**config.mk**
```make
export PLATFORM = sky130hd
export DESIGN_NAME = change_dispenser_flat
export DESIGN_NICKNAME = d
export VERILOG_FILES = /design/src/rtl/change_dispenser_if.sv /design/src/rtl/change_dispenser.sv /design/src/flat_wrapper.sv
export SDC_FILE = /design/constraint.sdc
export NUM_CORES = 1
export LEC_CHECK = 0
export ABC_AREA = 0
export ABC_CLOCK_PERIOD_IN_PS = 2000
export CAP_MARGIN = 20
export CELL_PAD_IN_SITES_DETAIL_PLACEMENT = 0
export CELL_PAD_IN_SITES_GLOBAL_PLACEMENT = 1
export CORE_AREA = 8 8 67 69
export DETAILED_ROUTE_END_ITERATION = 8
export DIE_AREA = 0 0 75 77
export PLACE_DENSITY = 0.72
export SYNTH_ARGS = -nofsm -noshare
export SYNTH_HDL_FRONTEND = slang
export SYNTH_SLANG_ARGS = --single-unit
```
**constraint.sdc**
```tcl
create_clock -name clk -period 2 [get_ports clk]
set_clock_uncertainty 0.2 [all_clocks]
set_input_delay 0.4 -clock clk [delete_from_list [all_inputs] [get_ports clk]]
set_output_delay 0.4 -clock clk [all_outputs]
set_load 0.01 [all_outputs]
```
**src/rtl/change_dispenser_if.sv**
```systemverilog
// Hopper-side bundle for change_dispenser: refund request, hopper ack and coin requests.
// The master drives requests and acks; the slave (the dispenser) drives coins and status.
interface change_dispenser_if;
    logic       refund;
    logic [2:0] amount;
    logic       hopper_ack;
    logic       coin_a;
    logic       coin_m;
    logic       busy;
    logic       done;
    logic [2:0] remaining;
    logic       err;

    modport master (
        output refund, amount, hopper_ack,
        input  coin_a, coin_m, busy, done, remaining, err
    );

    modport slave (
        input  refund, amount, hopper_ack,
        output coin_a, coin_m, busy, done, remaining, err
    );
endinterface

```
**src/rtl/change_dispenser.sv**
```systemverilog
// Converts a 3-bit credit into greedy a (2) / m (1) coin requests with a req/ack hopper handshake.
// Optional hopper ack timeout with sticky err is enabled by defining CHANGE_TIMEOUT_EN.
module change_dispenser #(
    parameter int unsigned GAP_CYCLES  = 4,
    parameter int unsigned ACK_TIMEOUT = 255
) (
    input  logic               clk,
    input  logic               reset,
    change_dispenser_if.slave  bus
);

    // A zero gap still forces one low cycle between coins.
    localparam logic [7:0] GAP_LAST = (GAP_CYCLES == 0) ? 8'd0 : 8'(GAP_CYCLES - 1);

    typedef enum logic [2:0] {
        ST_IDLE,
        ST_REQ,
        ST_GAP,
        ST_DONE
`ifdef CHANGE_TIMEOUT_EN
        , ST_ERR
`endif
    } state_t;

    state_t     state_q;
    logic       refund_q;
    logic [2:0] amount_q;
    logic       ack_q;
    logic [2:0] remaining_q;
    logic       coin_a_q;
    logic       coin_m_q;
    logic       busy_q;
    logic       done_q;
    logic [7:0] gap_cnt_q;

    logic [2:0] coin_val;
    logic [2:0] rem_after;

    assign coin_val  = coin_a_q ? 3'd2 : 3'd1;
    assign rem_after = remaining_q - coin_val;

`ifdef CHANGE_TIMEOUT_EN
    localparam logic [7:0] TO_LAST = 8'(ACK_TIMEOUT - 1);

    logic [7:0] to_cnt_q;
    logic       err_q;

    assign bus.err = err_q;
`else
    // Timeout length has no meaning without the timeout logic.
    logic [7:0] unused_ack_timeout;
    assign unused_ack_timeout = 8'(ACK_TIMEOUT);

    assign bus.err = 1'b0;
`endif

    always_ff @(posedge clk) begin
        if (reset) begin
            state_q     <= ST_IDLE;
            refund_q    <= 1'b0;
            amount_q    <= 3'd0;
            ack_q       <= 1'b0;
            remaining_q <= 3'd0;
            coin_a_q    <= 1'b0;
            coin_m_q    <= 1'b0;
            busy_q      <= 1'b0;
            done_q      <= 1'b0;
            gap_cnt_q   <= 8'd0;
`ifdef CHANGE_TIMEOUT_EN
            to_cnt_q    <= 8'd0;
            err_q       <= 1'b0;
`endif
        end else begin
            // Refund only registers while idle, so a request seen in DONE cannot start a new run.
            refund_q <= bus.refund && (state_q == ST_IDLE);
            amount_q <= bus.amount;
            ack_q    <= bus.hopper_ack;
            done_q   <= 1'b0;

            case (state_q)
                ST_IDLE: begin
                    if (refund_q) begin
                        if (amount_q != 3'd0) begin
                            remaining_q <= amount_q;
                            coin_a_q    <= (amount_q >= 3'd2);
                            coin_m_q    <= (amount_q < 3'd2);
                            busy_q      <= 1'b1;
                            state_q     <= ST_REQ;
`ifdef CHANGE_TIMEOUT_EN
                            to_cnt_q    <= 8'd0;
`endif
                        end else begin
                            done_q  <= 1'b1;
                            state_q <= ST_DONE;
                        end
                    end
                end

                ST_REQ: begin
                    if (ack_q) begin
                        remaining_q <= rem_after;
                        coin_a_q    <= 1'b0;
                        coin_m_q    <= 1'b0;
                        gap_cnt_q   <= 8'd0;
                        if (rem_after != 3'd0) begin
                            state_q <= ST_GAP;
                        end else begin
                            busy_q  <= 1'b0;
                            done_q  <= 1'b1;
                            state_q <= ST_DONE;
                        end
                    end
`ifdef CHANGE_TIMEOUT_EN
                    else if (to_cnt_q == TO_LAST) begin
                        coin_a_q <= 1'b0;
                        coin_m_q <= 1'b0;
                        busy_q   <= 1'b0;
                        err_q    <= 1'b1;
                        state_q  <= ST_ERR;
                    end else begin
                        to_cnt_q <= to_cnt_q + 8'd1;
                    end
`endif
                end

                ST_GAP: begin
                    if (gap_cnt_q == GAP_LAST) begin
                        coin_a_q <= (remaining_q >= 3'd2);
                        coin_m_q <= (remaining_q < 3'd2);
                        state_q  <= ST_REQ;
`ifdef CHANGE_TIMEOUT_EN
                        to_cnt_q <= 8'd0;
`endif
                    end else begin
                        gap_cnt_q <= gap_cnt_q + 8'd1;
                    end
                end

                ST_DONE: begin
                    state_q <= ST_IDLE;
                end

`ifdef CHANGE_TIMEOUT_EN
                ST_ERR: begin
                    state_q <= ST_ERR;
                end
`endif

                default: begin
                    state_q <= ST_IDLE;
                end
            endcase
        end
    end

    assign bus.coin_a    = coin_a_q;
    assign bus.coin_m    = coin_m_q;
    assign bus.busy      = busy_q;
    assign bus.done      = done_q;
    assign bus.remaining = remaining_q;

endmodule

```
**src/flat_wrapper.sv**
```systemverilog
// flat-port wrapper written by rule: the top's interface ports become plain ports
module change_dispenser_flat 
#(
    parameter int unsigned GAP_CYCLES  = 4,
    parameter int unsigned ACK_TIMEOUT = 255
)
  (clk, reset, bus_refund, bus_amount, bus_hopper_ack, bus_coin_a, bus_coin_m, bus_busy, bus_done, bus_remaining, bus_err);
  change_dispenser_if bus_i ();
  input  logic clk;
  input  logic reset;
  input wire logic [$bits(bus_i.refund)-1:0] bus_refund;
  input wire logic [$bits(bus_i.amount)-1:0] bus_amount;
  input wire logic [$bits(bus_i.hopper_ack)-1:0] bus_hopper_ack;
  output wire logic [$bits(bus_i.coin_a)-1:0] bus_coin_a;
  output wire logic [$bits(bus_i.coin_m)-1:0] bus_coin_m;
  output wire logic [$bits(bus_i.busy)-1:0] bus_busy;
  output wire logic [$bits(bus_i.done)-1:0] bus_done;
  output wire logic [$bits(bus_i.remaining)-1:0] bus_remaining;
  output wire logic [$bits(bus_i.err)-1:0] bus_err;
  assign bus_i.refund = bus_refund;
  assign bus_i.amount = bus_amount;
  assign bus_i.hopper_ack = bus_hopper_ack;
  assign bus_coin_a = bus_i.coin_a;
  assign bus_coin_m = bus_i.coin_m;
  assign bus_busy = bus_i.busy;
  assign bus_done = bus_i.done;
  assign bus_remaining = bus_i.remaining;
  assign bus_err = bus_i.err;
  change_dispenser #(.GAP_CYCLES(GAP_CYCLES), .ACK_TIMEOUT(ACK_TIMEOUT)) u_core (.clk(clk), .reset(reset), .bus(bus_i));
endmodule
```
==> flow_summary.yaml, run 1 <==
status:
  status: "finished, violations left"
  failed_checks: "setup timing"
synthesis:
  ys_seq_area_share_pct: 37.6
  syn_area_sq_um: 1170
  async_reset_ff_share_pct: 0
  avgSynthCellArea_sq_um: 8.81
  synth.distinct_cells: 41
  synth_flop_cell: "dfxtp_1"
  synth_edf_count: 0
  synth_common_cells: "22 x dfxtp_1, 12 x a21oi_1, 11 x nand2_1, 11 x nor2_1"
  yosys.area.top_type: "dfxtp_1"
  yosys_warnings: 0
  synth-seq-cells: 22
  synth_most_common_cell: "dfxtp_1"
  syn_nets: 147
  synthCells: 133
  yosys-top-cells-area: "dfxtp_1 38%, ha_1 6.4%, a21oi_1 5.1%"
  synth_top_area_share_pct: 37.6
clocking:
  cts_buffers: 3
  htree_levels: 1
  clk_pin_slew_ns: 0.14
  clock_sinks: 22
  cts-root-buf: "clkbuf_4"
  clock_path_buffers: 2
  clkLatencyLatePin_ns: 0.31
  postCtsHoldBufs: 0
  cts_tree: "built"
power_and_ir_drop:
  vdd_ir_drop_max_uv: 572
  combinationalPowerShare_pct: 58.3
  p_sw_share_pct: 37.0
  switching_power_mw: 0.851
  p_int_mw: 1.45
  clockPowerShare_pct: 15.3
  pwr-share-seq_pct: 26.4
  p_per_area_nw_per_um2: 1350
  leakage_nw: 0.602
floorplan:
  die_w_um: 75
  dieHeight_um: 77
  start_util_pct: 33.5
  design.die.area_sq_um: 5780
  io-pin-count: 15
  row_count: 22
  core-area_sq_um: 3500
layout:
  design_area_sq_um: 1700
  diodes: 0
  layout-drive-gt1-share_pct: 34.8
  area_delta_synth_final_pct: 44.7
  final_cells: 212
  fillers: 343
  final_nets: 179
timing:
  setup_viol: 1
  tns_ns: -0.0133
  slew_violations: 0
  worst_hold_slack_ns: 0.295
  period_share_pct: 101
  setup_ws_ns: -0.0133
  grt_setup_unrepaired: "true"
  fmax_mhz: 497
  hold_violations: 0
  period_minus_slack_ns: 2.01
route:
  viasPerCell: 5.12
  drt_iter0_drc: 52
  num_vias: 1085
  drc: 0
  ant_nets: 0
  routedWlPerCell_um: 14.3
  firstDrtPassIters: 4
  routed_wl_um: 3030
place:
  dp.cells: 204
  io_buffer_count: 13
  dp_slack_ns: -0.0321
  gp_congestion: 0.798
  dpl_cell_area_sq_um: 1480
  post-dp-hpwl_um: 2230
global_routing:
  grt_antenna_before_repair: 0
  grt_max_degree: 15
  grt_usage_pct: 10.4
  grt.overflow.total: 0
  grt_pass1_wl_um: 4800
  grt_pass1_vias: 1011
setup_path:
  critPathMaxFanout: 4
  setup.worst_path.start_class: "flip-flop"
  required_ns: 2.06
  path_class: "flip-flop to flip-flop"
  cp.arrival_ns: 2.08
  end_kind: "flip-flop"
min_path:
  hp-class: "flip-flop to flip-flop"
job:
  max-cap-violations: 0
==> logic make-up after synthesis <==
kind of cell / after synthesis / share of synthesized area (%)
adders and majority gates: 7 / 8.11
xor gates and xnor gates: 1 / 0.747
DFF: 22 / 37.6
AOI/OAI and AO/OA: 39 / 22.3
and+or+nand+nor: 50 / 25.4
muxes: 2 / 1.71
other: 1 / 0.320
buffers and inverters: 11 / 3.84
==> metrics by stage <==
stage	util (%)	total power [mW]
after global placement	42.3	1.66
final	48.5	2.30
after global routing	48.5	2.43
after detailed placement	42.3	1.69
after floorplan	-	1.24
after CTS	44.5	2.09
==> worst max-delay path, stage by stage, from the launching register on <==
cell     delay (ns)
dfxtp_1        0.37
inv_2          0.08
ha_4           0.18
nor2b_4        0.12
or4_4          0.55
or3_4          0.34
a21oi_2        0.12
==> area by class of cell <==
class	count	area [sq um]	area share, %
multi-input cells	100	828	48.8
repair buffers	31	278	16.4
well taps	48	60.1	3.54
inverters	7	28.8	1.70
flip-flops and latches	22	449	26.5
clock inverters	1	30.0	1.77
clock buffers	3	22.5	1.33
==> state kept, by name, indices dropped and copies added, names as in the netlist <==
name and count:
u_core.ack_q 1, u_core.amount_q 3, u_core.bus.busy 1, u_core.bus.coin_a 1
u_core.bus.coin_m 1, u_core.bus.done 1, u_core.bus.remaining 3, u_core.gap_cnt_q 8
u_core.refund_q 1, u_core.state_q 2
==> layout by cell type, fill, tap and decap left out, types with 2 or more instances in the layout <==
master,synthesis,layout
a21oi_1,12,10
nor3_1,3,2
nor2b_1,5,4
o211ai_1,2,2
nand3_1,4,3
nor4b_4,0,2
or3_4,0,2
nand2_1,11,10
o22ai_1,2,2
inv_2,0,3
clkdlybuf4s50_1,0,13
nor2_1,11,10
dfxtp_2,0,4
a21oi_2,0,2
clkbuf_4,0,3
dfxtp_1,22,17
o32ai_1,3,3
o31ai_1,3,2
nor2b_4,1,2
ha_1,6,3
o21ai_0,5,5
a211oi_1,3,3
buf_4,1,17
ha_4,0,3
nand2b_1,2,2
inv_1,6,2
==> power groups by stage <==
stage | logic [mW] | clock network [mW] | registers (mW)
after floorplan | 0.616 | 0 | 0.620
after global placement | 1.06 | 0 | 0.596
after detailed placement | 1.10 | 0 | 0.597
after CTS | 1.14 | 0.352 | 0.590
after global routing | 1.44 | 0.378 | 0.620
final | 1.34 | 0.353 | 0.607
==> final timing paths <==
| check | start | slack, ns | end | cells past startpoint |
|---|---|---|---|---|
| setup / recovery | u_core.state_q[1] | -0.01 | u_core.bus.coin_m | 6 |
| hold / removal | u_core.gap_cnt_q[1] | 0.29 | u_core.gap_cnt_q[1] | 2 |
| setup reg to reg | u_core.state_q[1] | -0.01 | u_core.bus.coin_m | 6 |
| hold reg to reg | u_core.gap_cnt_q[1] | 0.29 | u_core.gap_cnt_q[1] | 2 |
==> repair_timing <==
action / CTS / global route
pin swaps: 1 / 10
resized for setup: 4 / 27
buffers inserted: 0 / 4
setup endpoints to repair: 3 / 15
==> layer usage <==
metal | global-route usage [%] | part of all wire (%) | vias to the layer above
li1 | - | - | 544
met1 | 14.1 | 49 | 525
met2 | 15.6 | 48 | 12
met3 | 0.780 | 1.1 | 4
met4 | 5.29 | 1.5 | 0
met5 | 0 | 0 | -
Power figures use the tool's default switching activity.
==> run 2, diff against run 1 <==
--- a/config.mk
+++ b/config.mk
@@ -11,6 +11,8 @@
 export CELL_PAD_IN_SITES_DETAIL_PLACEMENT = 0
 export CELL_PAD_IN_SITES_GLOBAL_PLACEMENT = 1
 export CORE_AREA = 8 8 67 69
+export CTS_BUF_LIST = sky130_fd_sc_hd__clkbuf_16
+export CTS_CLUSTER_SIZE = 25
 export DETAILED_ROUTE_END_ITERATION = 8
 export DIE_AREA = 0 0 75 77
 export PLACE_DENSITY = 0.72
==> run 2 against run 1 <==
Compared with the run above: the flow still finishes with violations (setup timing); hold slack lost 0.0022 ns; clock power rose by 61%; setup slack gained 0.0079 ns; cell area is essentially flat; critical path depth unchanged; cell count is 0.47% lower; first-iteration DRC count down 50%; clock-buffer cell count did not move; die area did not move; total power is 6.1% higher; critical path type unchanged; highest routed layer unchanged.
==> flow_summary.yaml, run 2 (synthesized netlist as in run 1, its figures left out) <==
status:
  status: "finished, violations left"
  failed_checks: "setup timing"
global_routing:
  grt.overflow.total: 0
  grt_max_degree: 15
  grt_pass1_vias: 1048
  grt_pass1_wl_um: 5000
  grt_usage_pct: 11.2
  grt_antenna_before_repair: 0
floorplan:
  dieHeight_um: 77
  design.die.area_sq_um: 5780
  start_util_pct: 33.5
  die_w_um: 75
  core-area_sq_um: 3500
  row_count: 22
  io-pin-count: 15
clocking:
  clk_pin_slew_ns: 0.06
  postCtsHoldBufs: 0
  cts_buffers: 3
  clkLatencyLatePin_ns: 0.26
  htree_levels: 1
  cts-root-buf: "clkbuf_16"
  clock_path_buffers: 2
  clock_sinks: 22
  cts_tree: "built"
timing:
  worst_hold_slack_ns: 0.292
  period_share_pct: 100
  slew-limit-headroom_pct: 56.3
  slew_violations: 0
  setup_viol: 1
  setup_ws_ns: -0.00541
  tightest_slew_ns: 0.650
  period_minus_slack_ns: 2.01
  hold_violations: 0
  grt_setup_unrepaired: "true"
  fmax_mhz: 499
power_and_ir_drop:
  clockPowerShare_pct: 23.4
  p_sw_share_pct: 35.0
  p_int_mw: 1.59
  leakage_nw: 0.602
  combinationalPowerShare_pct: 51.9
  switching_power_mw: 0.853
  vdd_ir_drop_max_uv: 576
  pwr-share-seq_pct: 24.7
  p_per_area_nw_per_um2: 1440
route:
  dr_wl_met3_um: 67
  num_vias: 1096
  dr_wl_met2_um: 1530
  wl_met1_um: 1390
  routed_wl_um: 3070
  ant_nets: 0
  drc: 0
  routed.top_layer: "met4"
  drt_iter0_drc: 26
  firstDrtPassIters: 4
  viasPerCell: 5.19
  routedWlPerCell_um: 14.6
place:
  gp_congestion: 0.798
  io_buffer_count: 13
  post-dp-hpwl_um: 2230
  dp.cells: 204
  dpl_cell_area_sq_um: 1480
min_path:
  min_path_cells: 2
  hp-start: "u_core.gap_cnt_q[1]"
  holdPathEnd: "u_core.gap_cnt_q[1]"
  hp-class: "flip-flop to flip-flop"
setup_path:
  critPathMaxFanout: 4
  ff2ff_setup_slack_ns: -0.005
  max_stage_delay_ns: 0.51
  required_ns: 2.00
  reg2reg_depth: 6
  reg2reg_from: "u_core.state_q[0]"
  cp-startpoint: "u_core.state_q[0]"
  path_class: "flip-flop to flip-flop"
  setup.worst_path.start_class: "flip-flop"
  crit_path_top_delay_cell: "or4_4"
  cp.arrival_ns: 2.01
  cp_cell_sequence: "inv_2 -> ha_4 -> nor2b_1 -> or4_4 -> or3_1 -> a21oi_2"
  end_kind: "flip-flop"
  worstReg2RegEnd: "u_core.bus.coin_m"
layout:
  regMostFlops: "u_core.gap_cnt_q"
  design_area_sq_um: 1700
  final_cell_mix: "18 x dfxtp_1, 16 x buf_4, 13 x clkdlybuf4s50_1"
  final_cells: 211
  largest_reg_flops: 8
  final_nets: 178
  layout-drive-gt1-share_pct: 30.1
  layout_commonest_cell: "dfxtp_1"
  area_delta_synth_final_pct: 44.8
  diodes: 0
  final_core_util_pct: 48.6
  fillers: 350
job:
  max-cap-violations: 0
## run 2: worst max-delay path, delay by kind of cell (launching register included)
| kind | cells | cell delay (ns) |
|---|---|---|
| flip-flops | 1 | 0.38 |
| AND/OR/NAND/NOR | 3 | 1.03 |
| adder cells (fa/ha/maj) | 1 | 0.17 |
| AO/OA/AOI/OAI | 1 | 0.11 |
| buffers and inverters | 1 | 0.06 |
## run 2: layout make-up
type / count / area, sq um / share of cell area (%)
multi-input cells: 100 / 788 / 46.4
flip-flops and latches: 22 / 448 / 26.4
repair buffers: 30 / 270 / 15.9
clock buffers: 3 / 75.1 / 4.42
well taps: 48 / 60.1 / 3.54
clock inverters: 1 / 30.0 / 1.77
inverters: 7 / 26.3 / 1.55
## run 2: through the flow
stage,setup WS [ns],total power [mW],TNS (ns)
after floorplan,0.00280,1.24,0
after global placement,-0.0120,1.66,-0.0120
after detailed placement,-0.0321,1.69,-0.0321
after CTS,0.00431,2.31,0
after global routing,-0.0818,2.58,-0.246
final,-0.00541,2.44,-0.00541
## run 2: power groups by stage
stage	logic [mW]	clock network, mW	registers, mW
after global routing	1.36	0.598	0.616
after global placement	1.06	0	0.596
after detailed placement	1.10	0	0.597
after CTS	1.14	0.576	0.591
final	1.27	0.570	0.603
after floorplan	0.616	0	0.620
## run 2: worst max path at each step
stage | end | slack [ns] | cells past startpoint
2_1_floorplan | u_core.bus.coin_m | 0.003 | 6
3_3_place_gp | u_core.bus.coin_m | -0.01 | 6
3_5_place_dp | u_core.bus.coin_m | -0.03 | 6
4_1_cts | u_core.bus.coin_m | 0.004 | 6
5_1_grt | u_core.state_q[0] | -0.08 | 7
6_report | u_core.bus.coin_m | -0.005 | 6
## run 2: timing repair
| item | in CTS | in global routing |
|---|---|---|
| cloned | 0 | 0 |
| pin swaps | 1 | 6 |
| buffers inserted | 0 | 3 |
| gates resized for setup | 4 | 16 |
| setup endpoints to repair | 3 | 13 |
## run 2: per-layer routing
layer,vias up,track usage [%]
met4,0,7.06
li1,539,-
met3,4,1.95
met1,531,13.9
met5,-,0
met2,22,17.0
